[src/rtl/alu_seq_controller.sv]
// Sequenced ALU controller: single-cycle logic/arith ops, plus iterative
// shift-add multiply and restoring divide, one bit per clock.
module alu_seq_controller #(
   parameter int WIDTH = 32
) (
   input  logic             clk,
   input  logic             rst,
   input  logic             start,
   input  logic [1:0]       alu_op,
   input  logic [5:0]       func,
   input  logic [WIDTH-1:0] a,
   input  logic [WIDTH-1:0] b,
   output logic [2:0]       operation,
   output logic [WIDTH-1:0] result,
   output logic             zero,
   output logic             busy,
   output logic             done
);
   // state  | meaning
   // IDLE   | waiting for start; single-cycle ops complete from here
   // MUL    | shift-add multiply, one multiplier bit per edge
   // DIV    | restoring divide, one quotient bit per edge
   // FINISH | publish iterative result, pulse done, return to IDLE
   localparam int CW = $clog2(WIDTH) + 1;

   typedef enum logic [1:0] {IDLE, MUL, DIV, FINISH} state_t;

   state_t           state, state_next;
   logic [CW-1:0]    cnt;
   logic [WIDTH-1:0] op_a, op_b;
   logic [WIDTH:0]   acc;
   logic [2:0]       op_code;
   logic [WIDTH-1:0] alu_out;
   logic [WIDTH-1:0] fin_val;
   logic [WIDTH:0]   rem_sh, rem_diff;
   logic             last_iter;
   logic             iterative;

   always_comb begin
      operation = 3'b000;
      unique case (alu_op)
         2'b00: operation = 3'b010;
         2'b01: operation = 3'b110;
         2'b11: operation = 3'b111;
         default: begin
            unique case (func)
               6'b100000: operation = 3'b010;
               6'b100011: operation = 3'b110;
               6'b100100: operation = 3'b000;
               6'b100101: operation = 3'b001;
               6'b101010: operation = 3'b111;
               6'b011000: operation = 3'b011;
               6'b011010: operation = 3'b100;
               default:   operation = 3'b000;
            endcase
         end
      endcase
   end

   // Divide by zero never reaches this table's iterative path; it lands on 100 here.
   always_comb begin
      alu_out = '0;
      unique case (operation)
         3'b010:  alu_out = a + b;
         3'b110:  alu_out = a - b;
         3'b000:  alu_out = a & b;
         3'b001:  alu_out = a | b;
         3'b111:  alu_out = {{(WIDTH-1){1'b0}}, ($signed(a) < $signed(b))};
         3'b100:  alu_out = '1;
         default: alu_out = '0;
      endcase
   end

   assign iterative = (operation == 3'b011) || ((operation == 3'b100) && (b != '0));
   assign last_iter = (cnt == CW'(WIDTH - 1));
   assign rem_sh    = {acc[WIDTH-1:0], op_a[WIDTH-1]};
   assign rem_diff  = rem_sh - {1'b0, op_b};
   assign fin_val   = (op_code == 3'b011) ? acc[WIDTH-1:0] : op_a;
   assign busy      = (state != IDLE);

   always_ff @(posedge clk or posedge rst) begin
      if (rst) state <= IDLE;
      else     state <= state_next;
   end

   always_comb begin
      state_next = state;
      unique case (state)
         IDLE: begin
            if (start && iterative) state_next = (operation == 3'b011) ? MUL : DIV;
         end
         MUL, DIV: begin
            if (last_iter) state_next = FINISH;
         end
         default: state_next = IDLE;
      endcase
   end

   always_ff @(posedge clk or posedge rst) begin
      if (rst) begin
         op_a    <= '0;
         op_b    <= '0;
         acc     <= '0;
         op_code <= '0;
         cnt     <= '0;
         result  <= '0;
         zero    <= 1'b1;
         done    <= 1'b0;
      end else begin
         done <= 1'b0;
         unique case (state)
            IDLE: begin
               if (start) begin
                  op_a    <= a;
                  op_b    <= b;
                  op_code <= operation;
                  acc     <= '0;
                  cnt     <= '0;
                  if (!iterative) begin
                     result <= alu_out;
                     zero   <= (alu_out == '0);
                     done   <= 1'b1;
                  end
               end
            end
            MUL: begin
               if (op_b[0]) acc <= {1'b0, acc[WIDTH-1:0] + op_a};
               op_a <= op_a << 1;
               op_b <= op_b >> 1;
               cnt  <= cnt + CW'(1);
            end
            DIV: begin
               // Borrow out of the trial subtraction means the divisor did not fit.
               if (!rem_diff[WIDTH]) begin
                  acc  <= rem_diff;
                  op_a <= {op_a[WIDTH-2:0], 1'b1};
               end else begin
                  acc  <= rem_sh;
                  op_a <= {op_a[WIDTH-2:0], 1'b0};
               end
               cnt <= cnt + CW'(1);
            end
            default: begin
               result <= fin_val;
               zero   <= (fin_val == '0);
               done   <= 1'b1;
            end
         endcase
      end
   end
endmodule

[config.mk]
export PLATFORM = sky130hd
export DESIGN_NAME = alu_seq_controller
export DESIGN_NICKNAME = d
export VERILOG_FILES = /design/src/rtl/alu_seq_controller.sv
export SDC_FILE = /design/constraint.sdc
export NUM_CORES = 1
export LEC_CHECK = 0
export BUFFER_PORTS_ARGS = -buffer_cell sky130_fd_sc_hd__buf_4
export CAP_MARGIN = 40
export CORE_MARGIN = 3
export CORE_UTILIZATION = 40
export CTS_BUF_LIST = sky130_fd_sc_hd__clkbuf_4 sky130_fd_sc_hd__clkbuf_8
export CTS_CLUSTER_DIAMETER = 40
export CTS_CLUSTER_SIZE = 40
export DETAILED_ROUTE_END_ITERATION = 16
export GPL_TIMING_DRIVEN = 0
export PLACE_DENSITY = 0.54
export SYNTH_ARGS = -nofsm -noshare
export SYNTH_HDL_FRONTEND = slang
export SYNTH_SLANG_ARGS = --single-unit
[constraint.sdc]
create_clock -name clk -period 4.7 [get_ports clk]
set_input_delay 0.47 -clock clk [delete_from_list [all_inputs] [get_ports clk]]
set_output_delay 0.47 -clock clk [all_outputs]
set_load 0.02 [all_outputs]
# Yosys cells after proc, flatten, opt, wreduce, memory -nomap -nowiden
# Index checks and enable logic that the tools add are counted.
[totals]
reg_bits = 141
latch_bits = 0
ramBits = 0
rom_bits = 0
input_bits = 75
out_inout_bits = 38
elab_cells = 90
n_memories = 0
[op_classes]
n_addsub = 5
mul = 0
div_mod_pow = 0
magnitude_cmp = 1
n_eq_ne = 23
n_shift = 0
n_mux = 28
bitwise = 3
reduce_logical = 21
[op_table]
columns = ["cell", "count"]
rows = [
  ["$mux W32", 8],
  ["$pmux W32 S3", 2],
  ["$pmux W32 S6", 1],
  ["$pmux W32 S2", 2],
  ["$add A32 B32 Y32", 2],
  ["$logic_not A32 Y1", 2],
  ["$sub A33 B32 Y33", 1],
  ["$and A32 B32 Y32", 1],
  ["$lt A32 B32 Y1", 1],
  ["$or A32 B32 Y32", 1],
  ["$reduce_bool A32 Y1", 1],
  ["$sub A32 B32 Y32", 1],
  ["$eq A6 B6 Y1 const B", 4],
  ["$eq A6 B5 Y1 const B", 3],
  ["$pmux W3 S6", 1],
  ["$pmux W6 S2", 1],
  ["$reduce_and A2 Y1", 5],
  ["$eq A3 B2 Y1 const B", 3],
  ["$eq A3 B3 Y1 const B", 3],
  ["$pmux W3 S3", 1],
  ["$ne A2 B2 Y1 const B", 4],
  ["$add A6 B1 Y6 const B", 1],
  ["$mux W2", 3],
  ["$mux W6", 1],
  ["16 further kinds", 28],
]

# Longest topological paths before layout
# Gate-level depths: netlist of run 1.
[depth]
depth_word = 9
depth_mapped = 16
depth_no_buf = 16

# Worst setup path before layout of run 1
# No wires, ideal clock.
[synth_timing]
path_type = "input port to flip-flop"
startpoint = "in a[18]"
endpoint = "reg result[31]"
setup_time_ns = 0.121
t_arrival_ns = 3.608
required_time_ns = 4.579
slack_ns = 0.971
path_stages = 15
path_buffers = 1
cell_sequence = "inv_1 > ha_1 > clkbuf_1 > or2_2 > or4_1 > a31oi_1 > o2111ai_1 > a21oi_1 > o211ai_1 > a21oi_1 > o21ai_0 > a311oi_1 > mux2i_1 > or3b_2 > a22o_1"
[synth_via]
elab_chain_cells = 5
word_cells_on_any_way = 6
classes_between = "add/sub: 2; mux: 4"
[synth_lines]
columns = ["element", "line", "source"]
rows = [
  ["start, declared", "11", "input logic [WIDTH-1:0] a,"],
  ["$sub A32 B32 Y32 / $add A32 B32 Y32 (equally long branches)", "65, 64", ""],
  ["$pmux W32 S6 (*)", "63", "unique case (operation)"],
  ["$mux W32 (*)", "119", "if (!iterative) begin"],
  ["$mux W32 (*)", "113", "if (start) begin"],
  ["$pmux W32 S2 (*)", "111", "unique case (state)"],
  ["end signal, assigned", "120", "result <= alu_out;"],
  ["end signal, assigned", "144", "result <= fin_val;"],
  ["end, declared", "14", "output logic [WIDTH-1:0] result,"],
]
# Mark *: on every way between the ends. The rest lies on a longest branch, timed or not. The select of a mux whose other input is x is not followed.
# A chain may end at the register's enable or synchronous reset.

# Worst setup path after layout of run 1
[layout_timing]
startpoint = "reg op_code[1]"
endpoint = "reg zero"
[layout_via]
elab_chain_cells = 4
[layout_lines]
columns = ["element", "line", "source"]
rows = [
  ["start, declared", "32", "logic [2:0] op_code;"],
  ["start signal, assigned", "116", "op_code <= operation;"],
  ["$eq A3 B2 Y1", "78", "assign fin_val = (op_code == 3'b011) ? acc[WIDTH-1:0] : op_a;"],
  ["$mux W32", "78", ""],
  ["$logic_not A32 Y1", "145", "zero <= (fin_val == '0);"],
  ["$pmux W1 S2", "111", ""],
  ["end signal, assigned", "121", "zero <= (alu_out == '0);"],
  ["end signal, assigned", "145", ""],
  ["end, declared", "15", "output logic zero,"],
]
# No other way between the ends.

==> flow_summary.json, run 1 <==
{
  "pwr-share-comb": 0.680,
  "drt-initial-drc-count": 1424,
  "stdcell_count": 2586,
  "clkPwrFrac": 0.095,
  "dieWidth_um": 201.1,
  "postCtsHoldBufs": 0,
  "grt_max_degree": 78,
  "synthTopCellsByCount": "195 x o21ai_0, 183 x a21oi_1, 171 x ha_1, 163 x nand2_1, 150 x inv_1",
  "synth-seq-cells": 141,
  "start_util": 0.4108,
  "synth_area_um2": 15220,
  "wl_um": 59820,
  "track_usage": 0.2886,
  "grt_pass1_vias": 14731,
  "finalHoldViolCount": 0,
  "via_count": 15407,
  "status": "finished, final reports clean",
  "antenna_found_initial": 0,
  "firstDrtPassIters": 6,
  "worst_slew_pin_slew_ns": 0.9210,
  "grt_pass1_wl_um": 90160,
  "pre_cts_slack_ns": 0.06355,
  "critPathKind": "reg -> reg",
  "synthToLayoutAreaGrowth_pct": 12.51,
  "ir_drop_v": 0.0003361,
  "power_switching_w": 0.005552,
  "final_nets": 2318,
  "regToRegStartpoint": "op_code[1]",
  "r2r_cells": 8,
  "ys.flop_type": "dfrtp_1",
  "regToRegEndpoint": "zero",
  "tns_ns": 0,
  "numCtsBuffers": 17,
  "synth-simple-area-share": 0.1560,
  "synth_compound_area_frac": 0.2819,
  "cts.sinks": 141,
  "clk_pin_slew_ns": 0.08,
  "root_buffer": "clkbuf_8",
  "synth-xor-area-share": 0.04250,
  "place_congestion": 0.9581,
  "dieArea_um2": 40430,
  "switching_share": 0.5186,
  "final_layout_size_suffix_gt1_frac": 0.1019,
  "syn_area_per_cell_um2": 7.862,
  "ant_nets": 0,
  "dp.cells": 2553,
  "final_util": 0.4622,
  "synthArstFlopShare": 1.000,
  "grt_overflow": 0,
  "period_needed_ns": 4.448,
  "min_path_type": "in -> async",
  "rrSetupSlack_ns": 0.25,
  "fillCellCount": 3812,
  "synth_fp_nets": 2186,
  "slew_violations": 0,
  "core_um2": 37050,
  "clk_latency_ns": 0.49,
  "start_kind": "flop",
  "drc": 0,
  "synth-seq-area-share": 0.2319,
  "portBuffers": 112,
  "io_pins": 113,
  "synth_top_area_share": 0.2302,
  "finClkSkew_ns": 0.008905,
  "ys_types": 81,
  "yosysWarnings": 0,
  "via_per_inst": 5.958,
  "synthCells": 1936,
  "synthMuxAreaShare": 0.07785,
  "synth_top_family_by_area": "compound AO/OA/AOI/OAI gates",
  "synth_edf_count": 0,
  "post_drt_wl_per_cell_um": 23.13,
  "rows": 70,
  "leakagePower_nw": 7.918,
  "relSlewSlack": 0.3860,
  "cts_tree": "done",
  "synth_most_common_cell": "o21ai_0",
  "synthAdderAreaFrac": 0.1458,
  "fin_crit_sh": 0.9463,
  "final-setup-viol-count": 0,
  "setup_ws_ns": 0.2525,
  "p_int_w": 0.005155,
  "power.density_nw_per_um2": 625.2,
  "rsz0062_at_grt": "false",
  "worstSetupEndpointType": "flop",
  "critical_path.max_fanout": 10,
  "synth_area_leaders": "dfrtp_1 23%, ha_1 14%, o21ai_0 6.4%",
  "critPathRequiredTime_ns": 5.13,
  "htree_levels": 4,
  "fmax_mhz": 224.8,
  "clockBufferDepth": 2,
  "maxCapViolations": 0,
  "seqPwrFrac": 0.225,
  "crit_arrival_ns": 4.88,
  "place_hpwl_um": 48910,
  "yosysTopAreaCell": "dfrtp_1",
  "die_h_um": 201.1
}
-- metal layers --
layer / track usage / wire length (µm)
met2: 0.4379 / 25700
met4: 0.07955 / 1618
met3: 0.05367 / 4458
met1: 0.4192 / 28040
met5: 0 / 0
-- cells in the final DEF (no fill, tap or decap), types with 19 or more instances in the layout --
| cell type | count |
|---|---|
| o21a_1 | 24 |
| o31ai_1 | 20 |
| mux2_2 | 19 |
| buf_4 | 116 |
| nor4_1 | 23 |
| nor2_1 | 132 |
| nand2_1 | 163 |
| mux2i_1 | 97 |
| clkbuf_8 | 19 |
| dfrtp_1 | 140 |
| nand2b_1 | 22 |
| a22oi_1 | 55 |
| ha_1 | 171 |
| o21ai_0 | 195 |
| a21o_1 | 34 |
| clkbuf_1 | 74 |
| xnor2_1 | 54 |
| nand4_1 | 21 |
| inv_1 | 149 |
| nor3_1 | 30 |
| nand3_1 | 32 |
| a21oi_1 | 183 |
-- cell families (layout without fill, tap and decap cells) --
group,Yosys count,after routing
compound gates,681,681
simple gates,501,501
buf+inv,249,394
fa+ha+maj,175,175
flops,141,141
mux,116,116
xor+xnor,73,73
other cells,0,1
-- registers in the layout, indices dropped and copies added (netlist names) --
| register | count |
|---|---|
| acc | 32 |
| cnt | 6 |
| done | 1 |
| op_a | 32 |
| op_b | 32 |
| op_code | 3 |
| result | 32 |
| state | 2 |
| zero | 1 |
-- power groups by stage --
stage                     sequential [W]  combinational (W)  clock [W]
after floorplan                  0.00235            0.00509          0
after global placement           0.00243            0.00705          0
after detailed placement         0.00243            0.00712          0
after CTS                        0.00241            0.00717    0.00104
after global routing             0.00248            0.00806    0.00110
final                            0.00241            0.00728    0.00102
-- worst max path at each step --
stage	startpoint	endpoint	slack, ns
2_1_floorplan	rst	acc[0]	0.45
3_3_place_gp	rst	op_a[3]	-1.54
3_5_place_dp	b[18]	result[31]	0.06
4_1_cts	op_a[31]	acc[21]	0.24
5_1_grt	op_a[31]	acc[21]	0.06
6_report	op_code[1]	zero	0.25
-- stage by stage --
step,power (W),hold slack (ns),area (µm²)
finish,0.01071,0.06012,17130
detailed placement,0.009546,0.4644,16720
CTS,0.01062,0.06859,17110
floorplan,0.007441,0.4412,15220
global route,0.01165,0.09115,17120
global placement,0.009482,0.4599,16690
-- layout make-up --
cell class	instances	area [µm²]	area share
Multi-Input combinational cell	1546	10720	0.6261
Inverter	154	583.1	0.03405
Tap cell	504	630.6	0.03682
Timing Repair Buffer	113	868.3	0.05070
Clock inverter	8	90.09	0.005260
Buffer	95	399.1	0.02331
Sequential cell	141	3530	0.2061
Clock buffer	24	299.0	0.01746
Antenna cell	1	2.502	0.0001461
-- what timing repair did --
item / CTS / global route
gates resized for setup: 0 / 2
hold endpoints to repair: 0 / 0
setup buffers: 0 / 0
endpoints found under the setup margin: 0 / 12
-- critical path, cell delays in order (launching register included) --
cell      delay, ns
dfrtp_1        0.40
nand3b_1       0.43
clkbuf_1       0.62
clkbuf_1       0.70
mux2i_1        0.59
nand4_1        0.24
or4_1          0.62
or4_1          0.63
nand3_1        0.13
Power figures use the tool's default switching activity.
==> inputs of run 2 (changes only) <==
RECOVER_POWER = 100   (was not set)
==> flow_summary.json, run 2 (synthesis results as in run 1) <==
{
  "status": "finished, violations left",
  "violations": "capacitance limit, slew limit",
  "htree_levels": 4,
  "grt_pass1_vias": 14731,
  "post_drt_wl_per_cell_um": 23.17,
  "grt_overflow": 0,
  "numCtsBuffers": 17,
  "critPathTopFamily": "compound AO/OA/AOI/OAI gates",
  "setup_ws_ns": 0.1175,
  "register_area_um2": 3530,
  "grt_pass1_wl_um": 90160,
  "io_pins": 113,
  "cts_tree": "done",
  "slew_violations": 144,
  "dieArea_um2": 40430,
  "critical_path.max_fanout": 10,
  "worst_slew_pin_slew_ns": 3.024,
  "leakagePower_nw": 7.763,
  "clk_latency_ns": 0.50,
  "dp.cells": 2553,
  "min_path_type": "in -> reg",
  "mostFrequentLayoutCells": "196 x o21ai_0, 184 x a21oi_1, 171 x ha_1",
  "grt_max_degree": 78,
  "fmax_mhz": 218.2,
  "maxCapViolations": 2,
  "dieWidth_um": 201.1,
  "critPathRequiredTime_ns": 5.09,
  "place_congestion": 0.9581,
  "start_util": 0.4108,
  "fillCellCount": 3851,
  "critPathSlowestCell": "or3b_2",
  "final_common_cell": "o21ai_0",
  "drc": 0,
  "worstHoldPathCells": 3,
  "rows": 70,
  "ant_nets": 0,
  "multiInputGateArea_um2": 10700,
  "finClkSkew_ns": 0.01296,
  "firstDrtPassIters": 5,
  "critPathKind": "in -> reg",
  "stdcell_count": 2587,
  "antenna_found_initial": 0,
  "cp_cell_sequence": "clkbuf_1, inv_1, ha_1, clkbuf_1, or2_2, or4_1, a31oi_1, o2111ai_1, a21oi_1, o211ai_1, a21oi_1, o21ai_0, a311oi_1, mux2i_1, or3b_2, a22o_1",
  "via_per_inst": 5.972,
  "power.density_nw_per_um2": 626.2,
  "regToRegEndpoint": "acc[21]",
  "final_nets": 2318,
  "die_h_um": 201.1,
  "crit_buf_inv": 3,
  "postCtsHoldBufs": 0,
  "relSlewSlack": -1.027,
  "core_um2": 37050,
  "clk_pin_slew_ns": 0.08,
  "cts.sinks": 141,
  "synthToLayoutAreaGrowth_pct": 11.31,
  "placed_cell_area_um2": 16720,
  "finalHoldViolCount": 0,
  "hold_start": "b[26]",
  "rrSetupSlack_ns": 0.32,
  "r2r_cells": 15,
  "via_count": 15450,
  "period_needed_ns": 4.582,
  "post_cts_buffers": 0,
  "start_kind": "primary input",
  "pre_cts_slack_ns": 0.06355,
  "max_stage_delay_ns": 0.47,
  "final_cell_area_um2": 16940,
  "track_usage": 0.2886,
  "crit_arrival_ns": 4.97,
  "hold_end": "op_b[26]",
  "place_hpwl_um": 48910,
  "clockBufferDepth": 2,
  "regToRegStartpoint": "op_a[31]",
  "wl_um": 59940,
  "drt-initial-drc-count": 1529,
  "final_layout_size_suffix_gt1_frac": 0.08169,
  "portBuffers": 112,
  "post_cts_resized": 0,
  "fin_crit_sh": 0.9750,
  "root_buffer": "clkbuf_8",
  "final-setup-viol-count": 0,
  "ir_drop_v": 0.0003358,
  "worstSetupEndpointType": "flop",
  "rsz0062_at_grt": "false"
}
==> run 2: area by class of cell <==
cell class | count | share of cell area
multi-input cells | 1546 | 0.6316
flip-flops and latches | 141 | 0.2083
repair buffers | 113 | 0.04195
well taps | 504 | 0.03722
inverters | 154 | 0.03419
plain buffers | 95 | 0.02348
clock buffers | 24 | 0.01765
clock inverters | 8 | 0.005317
diodes | 2 | 0.0002954
==> run 2: how the worst max path moves through the flow <==
stage               startpoint  slack [ns]  cells after the start          to
floorplan                  rst        0.45                      1      acc[0]
global placement           rst       -1.54                      2     op_a[3]
detailed placement       b[18]        0.06                     16  result[31]
CTS                   op_a[31]        0.24                     15     acc[21]
global route             b[18]        0.04                     16  result[31]
finish                   b[18]        0.12                     16  result[31]
==> run 2: where the power goes <==
part / switching (W) / internal, W
logic: 0.00444 / 0.00273
registers: 0.000625 / 0.00179
clock network: 0.000499 / 0.000523
total: 0.00556 / 0.00504
==> run 2: layer usage <==
metal,wire (µm),GRT usage
met5,0,0
met4,1438,0.07955
met3,4097,0.05367
met2,25900,0.4379
met1,28510,0.4192
==> run 2: worst reg2reg max path, stage by stage, from the launching register on <==
cell and delay, ns:
dfrtp_1 0.47, inv_1 0.19, ha_1 0.27, fa_1 0.26
nor2b_1 0.08, o31a_1 0.28, o311a_1 0.38, o2111ai_2 0.32
a21oi_1 0.13, o31ai_1 0.40, o21ai_1 0.11, a21oi_1 0.23
xnor2_2 0.31, clkbuf_4 0.41, mux2i_1 0.26, o221ai_1 0.14
==> run 2: metrics by stage <==
| stage | utilization | setup TNS, ns | hold slack, ns | total power [W] |
|---|---|---|---|---|
| global route | 0.4572 | 0 | 0.3209 | 0.01153 |
| detailed placement | 0.4514 | 0 | 0.4644 | 0.009546 |
| floorplan | - | 0 | 0.4412 | 0.007441 |
| finish | 0.4573 | 0 | 0.3394 | 0.01061 |
| global placement | 0.4506 | -213.73 | 0.4599 | 0.009482 |
| CTS | 0.4619 | 0 | 0.06859 | 0.01062 |
